`src/rtl/systemizer_seq_ctrl_pkg.sv`:
```
// Shared types and default sizing for the systemizer job sequencer.
package systemizer_ctrl_pkg;

  localparam int unsigned DefDataW  = 4;
  localparam int unsigned DefDepth  = 16;
  localparam int unsigned DefAddrW  = 4;
  localparam int unsigned DefMaxTry = 3;
  localparam int unsigned DefTmoW   = 12;

  typedef enum logic [3:0] {
    StIdle,
    StLoad,
    StStart,
    StRun,
    StReload,
    StDrainRd,
    StDrainOut,
    StDoneOk,
    StDoneFail
  } state_e;

  typedef enum logic [1:0] {
    CauseNone,
    CauseSysFail,
    CauseTimeout,
    CauseBadDone
  } fail_cause_e;

endpackage

```
`src/rtl/systemizer_seq_ctrl_if.sv`:
```
// Host matrix stream plus systemizer control/memory bus; master is the sequencer side.
interface systemizer_seq_ctrl_if
  import systemizer_ctrl_pkg::*;
#(
  parameter int unsigned DATA_W = DefDataW,
  parameter int unsigned ADDR_W = DefAddrW
) ();

  logic              in_valid;
  logic              in_ready;
  logic [DATA_W-1:0] in_data;
  logic              out_valid;
  logic              out_ready;
  logic [DATA_W-1:0] out_data;

  logic              sys_start;
  logic              sys_done;
  logic              sys_success;
  logic              sys_fail;
  logic              sys_rd_en;
  logic [ADDR_W-1:0] sys_rd_addr;
  logic [DATA_W-1:0] sys_rd_data;
  logic              sys_wr_en;
  logic [ADDR_W-1:0] sys_wr_addr;
  logic [DATA_W-1:0] sys_wr_data;

  modport master (
    input  in_valid, in_data, out_ready,
    input  sys_done, sys_success, sys_fail,
    input  sys_rd_en, sys_rd_addr, sys_wr_en, sys_wr_addr, sys_wr_data,
    output in_ready, out_valid, out_data, sys_start, sys_rd_data
  );

  modport slave (
    output in_valid, in_data, out_ready,
    output sys_done, sys_success, sys_fail,
    output sys_rd_en, sys_rd_addr, sys_wr_en, sys_wr_addr, sys_wr_data,
    input  in_ready, out_valid, out_data, sys_start, sys_rd_data
  );

endinterface

```
`src/rtl/systemizer_seq_ctrl_mat_ram.sv`:
```
// Matrix store: one write port, one synchronous read port (read-before-write on collision).
module systemizer_mat_ram #(
  parameter int unsigned DATA_W = 4,
  parameter int unsigned DEPTH  = 16,
  parameter int unsigned ADDR_W = 4
) (
  input  logic              clk,
  input  logic              rst,
  input  logic              we,
  input  logic [ADDR_W-1:0] waddr,
  input  logic [DATA_W-1:0] wdata,
  input  logic              re,
  input  logic [ADDR_W-1:0] raddr,
  output logic [DATA_W-1:0] rdata
);

  logic [DATA_W-1:0] mem [DEPTH];
  logic [DATA_W-1:0] rdata_q;

  always_ff @(posedge clk) begin
    if (we) begin
      mem[waddr] <= wdata;
    end
  end

  // Only the read-data register is reset; array contents survive reset.
  always_ff @(posedge clk) begin
    if (rst) begin
      rdata_q <= '0;
    end else if (re) begin
      rdata_q <= mem[raddr];
    end
  end

  assign rdata = rdata_q;

endmodule

```
`src/rtl/systemizer_seq_ctrl.sv`:
```
// Job sequencer: load matrix, run systemizer with watchdog and retries, stream result back.
module systemizer_seq_ctrl
  import systemizer_ctrl_pkg::*;
#(
  parameter int unsigned DATA_W  = DefDataW,
  parameter int unsigned DEPTH   = DefDepth,
  parameter int unsigned ADDR_W  = DefAddrW,
  parameter int unsigned MAX_TRY = DefMaxTry,
  parameter int unsigned TMO_W   = DefTmoW
) (
  input  logic                  clk,
  input  logic                  rst,
  input  logic                  cfg_start,
  systemizer_seq_ctrl_if.master bus,
  output logic                  reload_req,
  output logic                  busy,
  output logic                  job_ok,
  output logic                  job_fail,
  output logic [2:0]            attempts,
  output logic                  prot_err
);

  localparam logic [ADDR_W-1:0] LastAddr = ADDR_W'(DEPTH - 1);
  localparam logic [2:0]        MaxTry   = 3'(MAX_TRY);
  localparam logic [TMO_W-1:0]  WdogMax  = {TMO_W{1'b1}};

  state_e            state_q, state_d;
  logic [ADDR_W-1:0] addr_q, addr_d;
  logic [TMO_W-1:0]  wdog_q, wdog_d;
  logic [2:0]        attempts_q, attempts_d;
  logic              job_ok_q, job_ok_d;
  logic              job_fail_q, job_fail_d;
  logic              prot_err_q, prot_err_d;

  logic              ram_we, ram_re;
  logic [ADDR_W-1:0] ram_waddr, ram_raddr;
  logic [DATA_W-1:0] ram_wdata, ram_rdata;

  logic              in_ready, out_valid, sys_start, run_ok;
  fail_cause_e       cause;

  systemizer_mat_ram #(
    .DATA_W (DATA_W),
    .DEPTH  (DEPTH),
    .ADDR_W (ADDR_W)
  ) u_ram (
    .clk   (clk),
    .rst   (rst),
    .we    (ram_we),
    .waddr (ram_waddr),
    .wdata (ram_wdata),
    .re    (ram_re),
    .raddr (ram_raddr),
    .rdata (ram_rdata)
  );

  always_comb begin
    state_d    = state_q;
    addr_d     = addr_q;
    wdog_d     = wdog_q;
    attempts_d = attempts_q;
    job_ok_d   = job_ok_q;
    job_fail_d = job_fail_q;
    // Systemizer may only touch the RAM while it owns it.
    prot_err_d = prot_err_q | ((bus.sys_rd_en | bus.sys_wr_en) & (state_q != StRun));
    ram_we     = 1'b0;
    ram_waddr  = addr_q;
    ram_wdata  = bus.in_data;
    ram_re     = 1'b0;
    ram_raddr  = addr_q;
    in_ready   = 1'b0;
    out_valid  = 1'b0;
    sys_start  = 1'b0;
    reload_req = 1'b0;
    run_ok     = 1'b0;
    cause      = CauseNone;

    unique case (state_q)
      StIdle, StDoneOk, StDoneFail: begin
        if (cfg_start) begin
          state_d    = StLoad;
          addr_d     = '0;
          attempts_d = 3'd1;
          job_ok_d   = 1'b0;
          job_fail_d = 1'b0;
        end
      end
      StLoad: begin
        in_ready = 1'b1;
        if (bus.in_valid) begin
          ram_we = 1'b1;
          if (addr_q == LastAddr) begin
            addr_d  = '0;
            state_d = StStart;
          end else begin
            addr_d = addr_q + ADDR_W'(1);
          end
        end
      end
      StStart: begin
        sys_start = 1'b1;
        wdog_d    = '0;
        state_d   = StRun;
      end
      StRun: begin
        ram_we    = bus.sys_wr_en;
        ram_waddr = bus.sys_wr_addr;
        ram_wdata = bus.sys_wr_data;
        ram_re    = bus.sys_rd_en;
        ram_raddr = bus.sys_rd_addr;
        wdog_d    = wdog_q + TMO_W'(1);
        // A done in the saturating cycle still counts; the watchdog only fires on silence.
        if (bus.sys_done) begin
          unique case ({bus.sys_success, bus.sys_fail})
            2'b10:   run_ok = 1'b1;
            2'b01:   cause  = CauseSysFail;
            default: cause  = CauseBadDone;
          endcase
        end else if (wdog_d == WdogMax) begin
          cause = CauseTimeout;
        end
        if (run_ok) begin
          addr_d  = '0;
          state_d = StDrainRd;
        end else if (cause != CauseNone) begin
          if (attempts_q < MaxTry) begin
            attempts_d = attempts_q + 3'd1;
            addr_d     = '0;
            state_d    = StReload;
          end else begin
            job_fail_d = 1'b1;
            state_d    = StDoneFail;
          end
        end
      end
      StReload: begin
        reload_req = 1'b1;
        state_d    = StLoad;
      end
      StDrainRd: begin
        ram_re  = 1'b1;
        state_d = StDrainOut;
      end
      StDrainOut: begin
        out_valid = 1'b1;
        if (bus.out_ready) begin
          if (addr_q == LastAddr) begin
            job_ok_d = 1'b1;
            state_d  = StDoneOk;
          end else begin
            addr_d  = addr_q + ADDR_W'(1);
            state_d = StDrainRd;
          end
        end
      end
      default: state_d = StIdle;
    endcase
  end

  always_ff @(posedge clk) begin
    if (rst) begin
      state_q    <= StIdle;
      addr_q     <= '0;
      wdog_q     <= '0;
      attempts_q <= '0;
      job_ok_q   <= 1'b0;
      job_fail_q <= 1'b0;
      prot_err_q <= 1'b0;
    end else begin
      state_q    <= state_d;
      addr_q     <= addr_d;
      wdog_q     <= wdog_d;
      attempts_q <= attempts_d;
      job_ok_q   <= job_ok_d;
      job_fail_q <= job_fail_d;
      prot_err_q <= prot_err_d;
    end
  end

  assign bus.in_ready    = in_ready;
  assign bus.out_valid   = out_valid;
  assign bus.out_data    = ram_rdata;
  assign bus.sys_start   = sys_start;
  assign bus.sys_rd_data = ram_rdata;

  assign busy     = !(state_q inside {StIdle, StDoneOk, StDoneFail});
  assign job_ok   = job_ok_q;
  assign job_fail = job_fail_q;
  assign attempts = attempts_q;
  assign prot_err = prot_err_q;

endmodule
```
`src/flat_wrapper.sv`:
```
// flat-port wrapper written by rule: the top's interface ports become plain ports
module systemizer_seq_ctrl_flat import systemizer_ctrl_pkg::*;
#(
  parameter int unsigned DATA_W  = DefDataW,
  parameter int unsigned DEPTH   = DefDepth,
  parameter int unsigned ADDR_W  = DefAddrW,
  parameter int unsigned MAX_TRY = DefMaxTry,
  parameter int unsigned TMO_W   = DefTmoW
)
  (clk, rst, cfg_start, reload_req, busy, job_ok, job_fail, attempts, prot_err, bus_in_valid, bus_in_data, bus_out_ready, bus_sys_done, bus_sys_success, bus_sys_fail, bus_sys_rd_en, bus_sys_rd_addr, bus_sys_wr_en, bus_sys_wr_addr, bus_sys_wr_data, bus_in_ready, bus_out_valid, bus_out_data, bus_sys_start, bus_sys_rd_data);
  systemizer_seq_ctrl_if #(.DATA_W(DATA_W), .ADDR_W(ADDR_W)) bus_i ();
  input  logic clk;
  input  logic rst;
  input  logic cfg_start;
  output logic reload_req;
  output logic busy;
  output logic job_ok;
  output logic job_fail;
  output logic [2:0] attempts;
  output logic prot_err;
  input wire logic [$bits(bus_i.in_valid)-1:0] bus_in_valid;
  input wire logic [$bits(bus_i.in_data)-1:0] bus_in_data;
  input wire logic [$bits(bus_i.out_ready)-1:0] bus_out_ready;
  input wire logic [$bits(bus_i.sys_done)-1:0] bus_sys_done;
  input wire logic [$bits(bus_i.sys_success)-1:0] bus_sys_success;
  input wire logic [$bits(bus_i.sys_fail)-1:0] bus_sys_fail;
  input wire logic [$bits(bus_i.sys_rd_en)-1:0] bus_sys_rd_en;
  input wire logic [$bits(bus_i.sys_rd_addr)-1:0] bus_sys_rd_addr;
  input wire logic [$bits(bus_i.sys_wr_en)-1:0] bus_sys_wr_en;
  input wire logic [$bits(bus_i.sys_wr_addr)-1:0] bus_sys_wr_addr;
  input wire logic [$bits(bus_i.sys_wr_data)-1:0] bus_sys_wr_data;
  output wire logic [$bits(bus_i.in_ready)-1:0] bus_in_ready;
  output wire logic [$bits(bus_i.out_valid)-1:0] bus_out_valid;
  output wire logic [$bits(bus_i.out_data)-1:0] bus_out_data;
  output wire logic [$bits(bus_i.sys_start)-1:0] bus_sys_start;
  output wire logic [$bits(bus_i.sys_rd_data)-1:0] bus_sys_rd_data;
  assign bus_i.in_valid = bus_in_valid;
  assign bus_i.in_data = bus_in_data;
  assign bus_i.out_ready = bus_out_ready;
  assign bus_i.sys_done = bus_sys_done;
  assign bus_i.sys_success = bus_sys_success;
  assign bus_i.sys_fail = bus_sys_fail;
  assign bus_i.sys_rd_en = bus_sys_rd_en;
  assign bus_i.sys_rd_addr = bus_sys_rd_addr;
  assign bus_i.sys_wr_en = bus_sys_wr_en;
  assign bus_i.sys_wr_addr = bus_sys_wr_addr;
  assign bus_i.sys_wr_data = bus_sys_wr_data;
  assign bus_in_ready = bus_i.in_ready;
  assign bus_out_valid = bus_i.out_valid;
  assign bus_out_data = bus_i.out_data;
  assign bus_sys_start = bus_i.sys_start;
  assign bus_sys_rd_data = bus_i.sys_rd_data;
  systemizer_seq_ctrl #(.DATA_W(DATA_W), .DEPTH(DEPTH), .ADDR_W(ADDR_W), .MAX_TRY(MAX_TRY), .TMO_W(TMO_W)) u_core (.clk(clk), .rst(rst), .cfg_start(cfg_start), .bus(bus_i), .reload_req(reload_req), .busy(busy), .job_ok(job_ok), .job_fail(job_fail), .attempts(attempts), .prot_err(prot_err));
endmodule
```
`config.mk`:
```
export PLATFORM = sky130hd
export DESIGN_NAME = systemizer_seq_ctrl_flat
export DESIGN_NICKNAME = d
export VERILOG_FILES = /design/src/rtl/systemizer_seq_ctrl_pkg.sv /design/src/rtl/systemizer_seq_ctrl_if.sv /design/src/rtl/systemizer_seq_ctrl_mat_ram.sv /design/src/rtl/systemizer_seq_ctrl.sv /design/src/flat_wrapper.sv
export SDC_FILE = /design/constraint.sdc
export NUM_CORES = 1
export LEC_CHECK = 0
export BUFFER_PORTS_ARGS = -buffer_cell sky130_fd_sc_hd__buf_2
export CORE_AREA = 5 5 99 101
export DETAILED_ROUTE_END_ITERATION = 16
export DIE_AREA = 0 0 104 106
export PLACE_DENSITY = 0.73
export SYNTH_ARGS = -nofsm -noshare
export SYNTH_HDL_FRONTEND = slang
export SYNTH_SLANG_ARGS = --single-unit
```
`constraint.sdc`:
```
create_clock -name clk -period 2.98 [get_ports clk]
set_input_delay 0.745 -clock clk [delete_from_list [all_inputs] [get_ports clk]]
set_output_delay 0.745 -clock clk [all_outputs]
set_load 0.05 [all_outputs]
```
==> impl_metrics.py <==
metrics = {
    "outcome": {
        "status": "complete, no violations",
    },
    "worst_setup_path": {
        "cp_max_fo": 8,
        "r2r-start": "u_core.wdog_q[0]$_SDFFE_PP0P_",
        "end_kind": "flip-flop",
        "arrival_ns": 2.88,
        "cpMaxStageDelayCell": "dfxtp_1",
        "reg2reg_to": "u_core.addr_q[0]$_SDFFE_PP0P_",
        "startpoint_type": "flip-flop",
        "reg2regPathDepth": 7,
        "path_cells": "ha_1 > nand3_2 > or3_4 > a2111oi_4 > nand4_4 > a211o_1 > mux2_4",
        "worstSetupPathType": "reg2reg",
        "cp.required_ns": 3.22,
        "r2r_setup_slack_ns": 0.35,
        "cpPeakStageDelay_ns": 0.46,
    },
    "sta": {
        "finalHoldViolCount": 0,
        "clock_skew_ns": 0.00889,
        "finalCritPeriodShare_pct": 88.4,
        "rsz0062_at_grt": "no",
        "timing.fmax_ghz": 0.380,
        "final_max_slew_viol_count": 0,
        "setup_tns_ns": 0,
        "tightest_slew_ns": 0.644,
        "setup_violations": 0,
        "slew_headroom_pct": 57.0,
        "period_minus_slack_ns": 2.63,
    },
    "die": {
        "die_h_um": 106,
        "die_width_um": 104,
        "core_area_sq_um": 8930,
        "start_util_pct": 53.1,
        "boundaryPins": 45,
        "rows": 35,
        "die-area_sq_um": 11000,
    },
    "synth": {
        "ys_async_sr_fraction_pct": 0,
        "synth_fa_ha_area_share_pct": 1.85,
        "yosys_warnings": 0,
        "synth_top_family_by_area": "simple AND/OR/NAND/NOR gates",
        "synth_area_sq_um": 4740,
        "synth_edf_count": 64,
        "syn_nets": 477,
        "yosys.cell_types.count": 57,
        "ys.flop_type": "edfxtp_1",
        "synthXorXnorAreaFrac_pct": 0.554,
        "synth-simple-area-share_pct": 18.3,
        "synth-compound-area-share_pct": 13.3,
        "yosysSeqAreaShare_pct": 53.2,
        "syn_inst": 444,
        "ys_seq_elements": 94,
        "synthMuxAreaShare_pct": 9.11,
        "avgSynthCellArea_sq_um": 10.7,
    },
    "min_path": {
        "hp-start": "u_core.job_fail$_SDFFE_PP0P_",
        "min_path_cells": 2,
        "hp-class": "reg2reg",
        "hold_path_end": "u_core.job_fail$_SDFFE_PP0P_",
    },
    "pwr": {
        "peakVddDrop_v": 0.000340,
        "powerDensity_nw_per_um2": 594,
        "p_leak_nw": 2.12,
    },
    "global_route": {
        "antenna_found_initial": 0,
        "grt_pass1_wl_um": 17000,
        "grt_pass1_vias": 3465,
        "overflow": 0,
        "grtUsageTotal_pct": 19.1,
        "grt_max_degree": 37,
    },
    "finish": {
        "n_fill_cell": 742,
        "final_area_sq_um": 5300,
        "nets": 520,
        "diodes": 0,
        "multiInputGateArea_sq_um": 2070,
        "final-seq-area_sq_um": 2520,
        "synthToLayoutAreaGrowth_pct": 11.9,
        "layout-drive-gt1-share_pct": 17.3,
    },
    "drt": {
        "antenna_left": 0,
        "drt_wl_total_um": 10400,
        "drtPass1Iterations": 5,
        "drtIter0Drc": 146,
        "drc_errors": 0,
        "wire_per_inst_um": 17.3,
        "viasPerCell": 5.90,
        "vias": 3559,
    },
    "placement": {
        "hpwlAfterDp_um": 7650,
        "postPlaceCellArea_sq_um": 5120,
        "place.gp.congestion": 0.879,
        "port_buffers": 44,
    },
    "clocking": {
        "cts-root-buf": "clkbuf_8",
        "numClockSinks": 94,
        "ctsResizeCount": 0,
        "cts_hold_buffers": 0,
        "cts_setup_buffers": 0,
        "clock_latency_ns": 0.35,
        "cts_tree": "done",
        "h-tree-depth": 3,
        "cts_buffers": 9,
        "clock_path_buffers": 2,
        "clkTransAtPathRegs_ns": 0.09,
    },
    "job": {
        "drv_cap": 0,
    },
}
-- metal layers --
layer  vias up  track usage, %  routed length, um
li1       1729               -                  -
met1      1703            24.3               4530
met2       112            33.4               5160
met3        15            2.61                553
met4         0            6.66                191
met5         -               0                  0
-- metrics by stage --
step | instances | setup WS (ns) | util, % | hold WS (ns) | total power, W
floorplan | 444 | 0.214 | - | 0.484 | 0.00214
global placement | 587 | 0.439 | 57.3 | 0.430 | 0.00237
detailed placement | 587 | 0.373 | 57.3 | 0.435 | 0.00239
CTS | 603 | 0.340 | 59.3 | 0.451 | 0.00317
global route | 603 | 0.213 | 59.3 | 0.486 | 0.00330
finish | 603 | 0.347 | 59.3 | 0.446 | 0.00315
-- how the worst max path moves through the flow --
| stage | from | endpoint | cells past startpoint |
|---|---|---|---|
| after floorplan | u_core.state_q[0]$_SDFFE_PP0P_ | u_core.u_ram.mem[0][0]$_DFFE_PP_ | 6 |
| after global routing | u_core.wdog_q[0]$_SDFFE_PP0P_ | u_core.addr_q[0]$_SDFFE_PP0P_ | 7 |
| after detailed placement | u_core.wdog_q[0]$_SDFFE_PP0P_ | u_core.addr_q[0]$_SDFFE_PP0P_ | 7 |
| after global placement | u_core.wdog_q[0]$_SDFFE_PP0P_ | u_core.addr_q[0]$_SDFFE_PP0P_ | 7 |
| after CTS | u_core.wdog_q[0]$_SDFFE_PP0P_ | u_core.addr_q[0]$_SDFFE_PP0P_ | 7 |
| final | u_core.wdog_q[0]$_SDFFE_PP0P_ | u_core.addr_q[0]$_SDFFE_PP0P_ | 7 |
-- critical path: cells and delay by family, from the launching register on --
family          cells  cell delay, ns
compound gates      2            0.79
simple gates        3            0.72
fa+ha+maj           1            0.25
flops               1            0.46
mux                 1            0.31
-- report_power, final --
group	switching (W)	total (W)	internal (W)
Sequential	0.0000513	0.00149	0.00144
Combinational	0.000538	0.000872	0.000334
Clock	0.000472	0.000788	0.000316
-- cell families after synthesis --
| family | after synthesis |
|---|---|
| buf+inv | 40 |
| fa+ha+maj | 7 |
| simple gates | 168 |
| flops | 94 |
| mux | 40 |
| xor+xnor | 3 |
| compound gates | 92 |
-- cells in the final DEF (no fill, tap or decap), types with 3 or more instances in the layout --
master | synthesis | routed
buf_4 | 5 | 13
nor3_1 | 14 | 14
ha_1 | 7 | 7
inv_6 | 0 | 3
nor2_1 | 38 | 38
nand2b_1 | 10 | 10
nor2b_1 | 11 | 11
buf_2 | 4 | 44
mux2i_1 | 36 | 35
nand3_1 | 8 | 8
nand4_1 | 3 | 3
o2111ai_1 | 4 | 4
or3_1 | 3 | 3
nand2_1 | 52 | 52
o21ai_0 | 19 | 19
and4_1 | 3 | 3
a31oi_1 | 6 | 6
a21o_1 | 7 | 7
a21oi_1 | 22 | 22
edfxtp_1 | 64 | 64
o21a_1 | 3 | 3
clkbuf_8 | 0 | 9
or4_1 | 3 | 3
nand3b_1 | 5 | 5
a32oi_1 | 12 | 12
and2_1 | 4 | 4
a22oi_1 | 4 | 4
dfxtp_1 | 30 | 30
inv_1 | 14 | 14
-- synth_stat cells, drive strengths merged (9+ instances only) --
cell type | n | area [sq um]
edfxtp | 64 | 1920
nand2 | 52 | 195
nor2 | 38 | 143
mux2i | 36 | 360
dfxtp | 30 | 601
a21oi | 22 | 110
o21ai | 19 | 95.1
clkbuf | 16 | 60.1
inv | 14 | 52.6
nor3 | 14 | 70.1
a32oi | 12 | 105
nor2b | 11 | 68.8
buf | 10 | 61.3
nand2b | 10 | 62.6
nand3 | 9 | 50.1
-- cell type report --
| class | instances | share of cell area [%] |
|---|---|---|
| clock buffer | 9 | 2.34 |
| clock inverter | 7 | 1.04 |
| sequential | 94 | 47.6 |
| inverter | 14 | 0.991 |
| tap | 111 | 2.62 |
| timing repair buffer | 58 | 6.37 |
| multi-input combinational | 310 | 39.1 |
-- registers in the layout (all words and copies together) (netlist names) --
name and count:
u_core.attempts 3, u_core.u_ram.rdata 4, u_core.prot_err 1, u_core.job_ok 1, u_core.u_ram.mem 64, u_core.state_q 4, u_core.job_fail 1, u_core.addr_q 4
u_core.wdog_q 12
Note: power is estimated with default switching activity, not from simulation.
